File: config.mk
export PLATFORM = sky130hd
export DESIGN_NAME = exec_stage_pipe_flat
export DESIGN_NICKNAME = d
export VERILOG_FILES = /design/src/rtl/exec_stage_pipe_if.sv /design/src/rtl/exec_stage_pipe.sv /design/src/flat_wrapper.sv
export SDC_FILE = /design/constraint.sdc
export NUM_CORES = 1
export LEC_CHECK = 0
export CORE_MARGIN = 10
export CORE_UTILIZATION = 40
export DETAILED_ROUTE_END_ITERATION = 16
export SLEW_MARGIN = 20
export SYNTH_ARGS = -nofsm -noshare
export SYNTH_HDL_FRONTEND = slang
export SYNTH_SLANG_ARGS = --single-unit
File: constraint.sdc
create_clock -name clk -period 3.75 [get_ports clk]
set_input_delay 0.375 -clock clk [delete_from_list [all_inputs] [get_ports clk]]
set_output_delay 0.375 -clock clk [all_outputs]
set_load 0.03 [all_outputs]
File: src/rtl/exec_stage_pipe_if.sv
// Handshaked issue/result bundle between the execute stage and its neighbours.
// Upstream fields flow in, the registered result bundle flows out to memory.
interface exec_stage_pipe_if #(
    parameter int WIDTH = 16
);
    logic             in_valid;
    logic             in_ready;
    logic             flush;
    logic [3:0]       op;
    logic [WIDTH-1:0] a;
    logic [WIDTH-1:0] b;
    logic [2:0]       br_type;
    logic [WIDTH-1:0] br_base;
    logic [WIDTH-1:0] br_off;
    logic [2:0]       dest;
    logic             wr_en;
    logic             out_valid;
    logic             out_ready;
    logic [WIDTH-1:0] result;
    logic [2:0]       dest_out;
    logic             wr_en_out;
    logic             br_taken;
    logic [WIDTH-1:0] br_target;
    logic             err;

    modport master (
        output in_valid, flush, op, a, b, br_type,
        output br_base, br_off, dest, wr_en, out_ready,
        input  in_ready, out_valid, result, dest_out,
        input  wr_en_out, br_taken, br_target, err
    );

    modport slave (
        input  in_valid, flush, op, a, b, br_type,
        input  br_base, br_off, dest, wr_en, out_ready,
        output in_ready, out_valid, result, dest_out,
        output wr_en_out, br_taken, br_target, err
    );
endinterface

File: src/rtl/exec_stage_pipe.sv
// Execute stage: single-cycle ALU/set/branch plus a bit-serial multiplier,
// feeding one output register held under back-pressure.
module exec_stage_pipe #(
    parameter int WIDTH = 16
) (
    input logic             clk,
    input logic             rst,
    exec_stage_pipe_if.slave bus
);
    localparam int CW = $clog2(WIDTH);

    typedef enum logic [1:0] {IDLE, MUL, DONE} state_t;

    state_t state, stateNext;

    logic             outValid, wrEnOut, brTaken, errOut;
    logic [WIDTH-1:0] result, brTarget;
    logic [2:0]       destOut;

    logic [WIDTH-1:0] mcand, mplier, acc, accNext;
    logic [CW-1:0]    cnt;
    logic [2:0]       pendDest;
    logic             pendWrEn, pendTaken, pendErr;
    logic [WIDTH-1:0] pendTarget;

    logic             slotFree, accept, isMul, lastStep;
    logic             aluWrite, mulWrite;
    logic [WIDTH-1:0] aluRes, tgtNew;
    logic [WIDTH:0]   sumC;
    logic             opErr, brErr, takenNew;

    assign slotFree = ~outValid | bus.out_ready;
    assign bus.in_ready = rst & ~bus.flush & (state == IDLE) & slotFree;
    assign accept = bus.in_valid & bus.in_ready;
    assign isMul = (bus.op == 4'd8);
    assign aluWrite = accept & ~isMul;
    assign lastStep = (cnt == CW'(WIDTH - 1));
    assign accNext = acc + (mplier[0] ? mcand : '0);
    assign sumC = {1'b0, bus.a} + {1'b0, bus.b};
    assign tgtNew = bus.br_base + bus.br_off;

    always_comb begin
        aluRes = '0;
        opErr = 1'b0;
        unique case (bus.op)
            4'd0:  aluRes = sumC[WIDTH-1:0];
            4'd1:  aluRes = bus.a - bus.b;
            4'd2:  aluRes = bus.a & bus.b;
            4'd3:  aluRes = bus.a | bus.b;
            4'd4:  aluRes = bus.a ^ bus.b;
            4'd5:  aluRes = bus.a << bus.b[3:0];
            4'd6:  aluRes = bus.a >> bus.b[3:0];
            4'd7:  aluRes = $signed(bus.a) >>> bus.b[3:0];
            4'd8:  aluRes = '0;
            4'd9:  aluRes = WIDTH'(bus.a == bus.b);
            4'd10: aluRes = WIDTH'($signed(bus.a) < $signed(bus.b));
            4'd11: aluRes = WIDTH'($signed(bus.a) <= $signed(bus.b));
            4'd12: aluRes = WIDTH'(sumC[WIDTH]);
            default: opErr = 1'b1;
        endcase
    end

    always_comb begin
        takenNew = 1'b0;
        brErr = 1'b0;
        unique case (bus.br_type)
            3'd0: takenNew = 1'b0;
            3'd1: takenNew = (bus.a == '0);
            3'd2: takenNew = (bus.a != '0);
            3'd3: takenNew = bus.a[WIDTH-1];
            3'd4: takenNew = ~bus.a[WIDTH-1];
            default: brErr = 1'b1;
        endcase
    end

    always_comb begin
        stateNext = state;
        mulWrite = 1'b0;
        unique case (state)
            IDLE: if (accept && isMul) stateNext = MUL;
            MUL: begin
                if (lastStep) begin
                    if (slotFree) begin
                        mulWrite = 1'b1;
                        stateNext = IDLE;
                    end else begin
                        stateNext = DONE;
                    end
                end
            end
            DONE: begin
                if (slotFree) begin
                    mulWrite = 1'b1;
                    stateNext = IDLE;
                end
            end
            default: stateNext = IDLE;
        endcase
        if (bus.flush) begin
            stateNext = IDLE;
            mulWrite = 1'b0;
        end
    end

    always_ff @(posedge clk or negedge rst) begin
        if (!rst) state <= IDLE;
        else      state <= stateNext;
    end

    // In DONE the last step has already run, so acc holds the product.
    always_ff @(posedge clk or negedge rst) begin
        if (!rst) begin
            mcand <= '0;
            mplier <= '0;
            acc <= '0;
            cnt <= '0;
            pendDest <= '0;
            pendWrEn <= 1'b0;
            pendTaken <= 1'b0;
            pendTarget <= '0;
            pendErr <= 1'b0;
        end else if (bus.flush) begin
            acc <= '0;
            cnt <= '0;
        end else if (accept && isMul) begin
            mcand <= bus.a;
            mplier <= bus.b;
            acc <= '0;
            cnt <= '0;
            pendDest <= bus.dest;
            pendWrEn <= bus.wr_en;
            pendTaken <= takenNew;
            pendTarget <= tgtNew;
            pendErr <= brErr;
        end else if (state == MUL) begin
            acc <= accNext;
            mcand <= mcand << 1;
            mplier <= mplier >> 1;
            cnt <= cnt + 1'b1;
        end
    end

    always_ff @(posedge clk or negedge rst) begin
        if (!rst) begin
            outValid <= 1'b0;
            result <= '0;
            destOut <= '0;
            wrEnOut <= 1'b0;
            brTaken <= 1'b0;
            brTarget <= '0;
            errOut <= 1'b0;
        end else if (bus.flush) begin
            outValid <= 1'b0;
        end else if (aluWrite) begin
            outValid <= 1'b1;
            result <= aluRes;
            destOut <= bus.dest;
            wrEnOut <= bus.wr_en;
            brTaken <= takenNew;
            brTarget <= tgtNew;
            errOut <= opErr | brErr;
        end else if (mulWrite) begin
            outValid <= 1'b1;
            result <= (state == DONE) ? acc : accNext;
            destOut <= pendDest;
            wrEnOut <= pendWrEn;
            brTaken <= pendTaken;
            brTarget <= pendTarget;
            errOut <= pendErr;
        end else if (bus.out_ready) begin
            outValid <= 1'b0;
        end
    end

    assign bus.out_valid = outValid;
    assign bus.result = result;
    assign bus.dest_out = destOut;
    assign bus.wr_en_out = wrEnOut;
    assign bus.br_taken = brTaken;
    assign bus.br_target = brTarget;
    assign bus.err = errOut;
endmodule

File: src/flat_wrapper.sv
// flat-port wrapper written by rule: the top's interface ports become plain ports
module exec_stage_pipe_flat 
#(
    parameter int WIDTH = 16
)
  (clk, rst, bus_in_valid, bus_flush, bus_op, bus_a, bus_b, bus_br_type, bus_br_base, bus_br_off, bus_dest, bus_wr_en, bus_out_ready, bus_in_ready, bus_out_valid, bus_result, bus_dest_out, bus_wr_en_out, bus_br_taken, bus_br_target, bus_err);
  exec_stage_pipe_if #(.WIDTH(WIDTH)) bus_i ();
  input logic clk;
  input logic rst;
  input wire logic [$bits(bus_i.in_valid)-1:0] bus_in_valid;
  input wire logic [$bits(bus_i.flush)-1:0] bus_flush;
  input wire logic [$bits(bus_i.op)-1:0] bus_op;
  input wire logic [$bits(bus_i.a)-1:0] bus_a;
  input wire logic [$bits(bus_i.b)-1:0] bus_b;
  input wire logic [$bits(bus_i.br_type)-1:0] bus_br_type;
  input wire logic [$bits(bus_i.br_base)-1:0] bus_br_base;
  input wire logic [$bits(bus_i.br_off)-1:0] bus_br_off;
  input wire logic [$bits(bus_i.dest)-1:0] bus_dest;
  input wire logic [$bits(bus_i.wr_en)-1:0] bus_wr_en;
  input wire logic [$bits(bus_i.out_ready)-1:0] bus_out_ready;
  output wire logic [$bits(bus_i.in_ready)-1:0] bus_in_ready;
  output wire logic [$bits(bus_i.out_valid)-1:0] bus_out_valid;
  output wire logic [$bits(bus_i.result)-1:0] bus_result;
  output wire logic [$bits(bus_i.dest_out)-1:0] bus_dest_out;
  output wire logic [$bits(bus_i.wr_en_out)-1:0] bus_wr_en_out;
  output wire logic [$bits(bus_i.br_taken)-1:0] bus_br_taken;
  output wire logic [$bits(bus_i.br_target)-1:0] bus_br_target;
  output wire logic [$bits(bus_i.err)-1:0] bus_err;
  assign bus_i.in_valid = bus_in_valid;
  assign bus_i.flush = bus_flush;
  assign bus_i.op = bus_op;
  assign bus_i.a = bus_a;
  assign bus_i.b = bus_b;
  assign bus_i.br_type = bus_br_type;
  assign bus_i.br_base = bus_br_base;
  assign bus_i.br_off = bus_br_off;
  assign bus_i.dest = bus_dest;
  assign bus_i.wr_en = bus_wr_en;
  assign bus_i.out_ready = bus_out_ready;
  assign bus_in_ready = bus_i.in_ready;
  assign bus_out_valid = bus_i.out_valid;
  assign bus_result = bus_i.result;
  assign bus_dest_out = bus_i.dest_out;
  assign bus_wr_en_out = bus_i.wr_en_out;
  assign bus_br_taken = bus_i.br_taken;
  assign bus_br_target = bus_i.br_target;
  assign bus_err = bus_i.err;
  exec_stage_pipe #(.WIDTH(WIDTH)) u_core (.clk(clk), .rst(rst), .bus(bus_i));
endmodule
==> results.cfg <==
[yosys]
synth_cells = 1355
synth_seq_area_share = 0.265
netlist_area_sq_mm = 0.0108
synth_area_leaders = dfrtp_1, ha_1, mux2i_1, a21oi_1, nand2_1
ys.warnings.count = 0
ys_ff_latch = 115
synth_top_area_frac = 0.265
synth_edf_count = 0
yosysTopAreaCell = dfrtp_1
syn_avg_cell_area_sq_um = 8.00
synth_flop_cell = dfrtp_1
netlist_top_cells_count = nand2_1, nor2_1, a21oi_1
synth_nets = 1525
synthDistinctLibCells = 75
synth-async-reset-ratio = 1.00

[global_routing]
gr-total-overflow = 0
grt_util_all_layers = 0.228
grt_pass1_wl_mm = 60.9
grt_pass1_vias = 10330
antenna_found_initial = 1
grt_max_degree = 64

[setup_path]
r2r_end = u_core.bus.result[15]
worstSetupStartpoint = bus_a[0]
crit_slowest_cell = a2111oi_0
cp-end-kind = flip-flop
cp_cell_sequence = clkdlybuf4s50_1 > inv_1 > ha_1 > inv_1 > fa_1 > nor3b_1 > or3_1 > a211o_1 > a311oi_1 > o221ai_1 > a2111oi_0 > o221ai_1
r2r_slack_ns = 0.37
crit_type = input port to flip-flop
critPathMaxStageDelay_ns = 0.68
start_kind = input port
crit_fanout = 3
rr_startpoint = u_core.mplier[0]
reg2reg_depth = 11
required_ns = 4.01
critPathArrivalTime_ns = 3.74

[final_layout]
diodes = 0
design_area_sq_mm = 0.0133
regArea_sq_mm = 0.00288
syn_to_final_growth_pct = 22.4
fillers = 2608
instances_no_fill = 1828
final_layout_size_suffix_gt1_frac = 0.0968
nets = 1644
multi_input_area_sq_mm = 0.00736

[timing]
slew_viol_final = 0
worst_pin_slew_ns = 1.04
hold_violations = 0
max_freq_mhz = 287
period_minus_slack_ns = 3.48
finClkSkew_ns = 0.00871
post-route-period-util = 0.928
rsz0062_at_grt = no
setup_viol = 0
slew_headroom = 0.302

[placement]
gp_congestion = 0.996
placed_area_sq_mm = 0.0127
place_hpwl_mm = 29.9
placed_cells_incl_taps = 1795
port_buffers = 119

[cts]
cts_max_level = 4
clock_sinks = 115
cts_tree = yes
cts_setup_buffers = 0
clock-root-buffer = clkbuf_16
numCtsBuffers = 17
clk_path_buf_depth = 2
path_clk_slew_ns = 0.05
clk_latency_ns = 0.42

[die]
ios = 120
core-area_sq_mm = 0.0268
die_w_um = 185
start_util = 0.405
dieArea_sq_mm = 0.0341
core.rowCount = 60
die_h_um = 185

[route]
wl_per_cell_um = 21.3
vias = 10851
drc = 0
final_antenna_net_count = 0
drt_first_pass_iters = 6
routed_via_density = 5.94
routed_wirelength_mm = 39.0
drt-initial-drc-count = 927

[power]
cellLeakagePower_nw = 5.99
power_density_mw_per_mm2 = 377
vdd_drop_max_mv = 0.323

[hold_path]
hold_path.class = input port to async pin

[flow_run]
max_cap_violations = 0

[run_status]
status = complete, no violations
[metrics by stage]
| step | utilization | TNS [ns] | hold WS (ns) | worst slack, ns | power (mW) |
|---|---|---|---|---|---|
| CTS | 0.495 | 0 | 0.355 | 0.296 | 5.04 |
| finish | 0.495 | 0 | 0.364 | 0.271 | 5.01 |
| global placement | 0.473 | 0 | 0.264 | 0.113 | 3.40 |
| global route | 0.495 | 0 | 0.400 | 0.0935 | 5.28 |
| floorplan | - | 0 | 0.0794 | 0.487 | 2.67 |
| detailed placement | 0.473 | -0.0904 | 0.268 | -0.0904 | 3.42 |
[timing repair]
action | in CTS | in global routing
hold buffers | 1 | 0
hold endpoints to repair | 16 | 0
resized for setup | 0 | 1
endpoints found under the setup margin | 0 | 1
[worst max path at each step]
stage,endpoint,slack [ns],cells past startpoint
2_1_floorplan,u_core.bus.result[12],0.49,12
3_3_place_gp,u_core.bus.result[12],0.11,12
3_5_place_dp,u_core.bus.result[12],-0.09,12
4_1_cts,u_core.bus.result[15],0.30,11
5_1_grt,u_core.bus.result[15],0.09,11
6_report,u_core.bus.result[12],0.27,12
[kinds of logic (layout without fill, tap and decap cells)]
family / after synthesis / count (layout) / share of synthesized area
muxes: 95 / 95 / 0.108
and+or+nand+nor: 466 / 466 / 0.198
AOI/OAI and AO/OA: 397 / 397 / 0.238
xor gates and xnor gates: 33 / 33 / 0.0266
adders and majority gates: 90 / 90 / 0.107
DFF: 115 / 115 / 0.265
buffers and inverters: 159 / 291 / 0.0577
[report_power, final]
group / leakage [nW] / total, mW / internal (mW) / switching, mW
sequential: 1.48 / 1.64 / 1.47 / 0.169
combinational: 4.24 / 1.77 / 0.752 / 1.02
clock: 0.276 / 1.61 / 0.995 / 0.611
[placed cells by master, fill, tap and decap left out, drive strengths merged, types with 8 or more instances in the layout]
cell type      count
nor2             151
nand2            151
clkdlybuf4s50    117
a21oi            117
dfrtp            115
ha                86
buf               79
o21ai             76
mux2i             73
inv               62
a31oi             29
nor3              28
nand3             27
and2              22
a211oi            22
xnor2             21
clkbuf            20
a21o              16
mux4              16
o211ai            15
nor4              14
o21bai            13
nor2b             12
xor2              12
o221ai            11
o31ai              9
a22oi              9
o21a               9
a211o              9
nand4              9
nand2b             9
nor3b              8
a221oi             8
[critical path: cells and delay by family]
kind	cells	cell delay, ns
AO/OA/AOI/OAI	5	1.70
adder cells (fa/ha/maj)	2	0.57
buffers and inverters	3	0.56
AND/OR/NAND/NOR	2	0.56
[layout make-up]
type,count,share of cell area
Tap cell,341,0.0321
Sequential cell,115,0.217
Timing Repair Buffer,197,0.135
Clock buffer,20,0.0336
Clock inverter,12,0.00999
Inverter,62,0.0175
Multi-Input combinational cell,1081,0.555
[layer usage]
layer  vias up  GRT usage  wire [um]
li1       5179          -          -
met1      5167      0.320      17900
met2       449      0.340      17200
met3        54     0.0486       3050
met4         2     0.0683        901
met5         -          0         13
[registers in the layout, indices dropped and copies added (netlist names)]
| name | count |
|---|---|
| u_core.mplier | 16 |
| u_core.bus.err | 1 |
| u_core.state | 2 |
| u_core.acc | 16 |
| u_core.pendTaken | 1 |
| u_core.bus.result | 16 |
| u_core.bus.wr_en_out | 1 |
| u_core.mcand | 16 |
| u_core.bus.br_target | 16 |
| u_core.bus.out_valid | 1 |
| u_core.pendDest | 3 |
| u_core.pendTarget | 16 |
| u_core.bus.dest_out | 3 |
| u_core.pendErr | 1 |
| u_core.pendWrEn | 1 |
| u_core.cnt | 4 |
| u_core.bus.br_taken | 1 |
No activity file was read; power rests on OpenSTA's default activity.
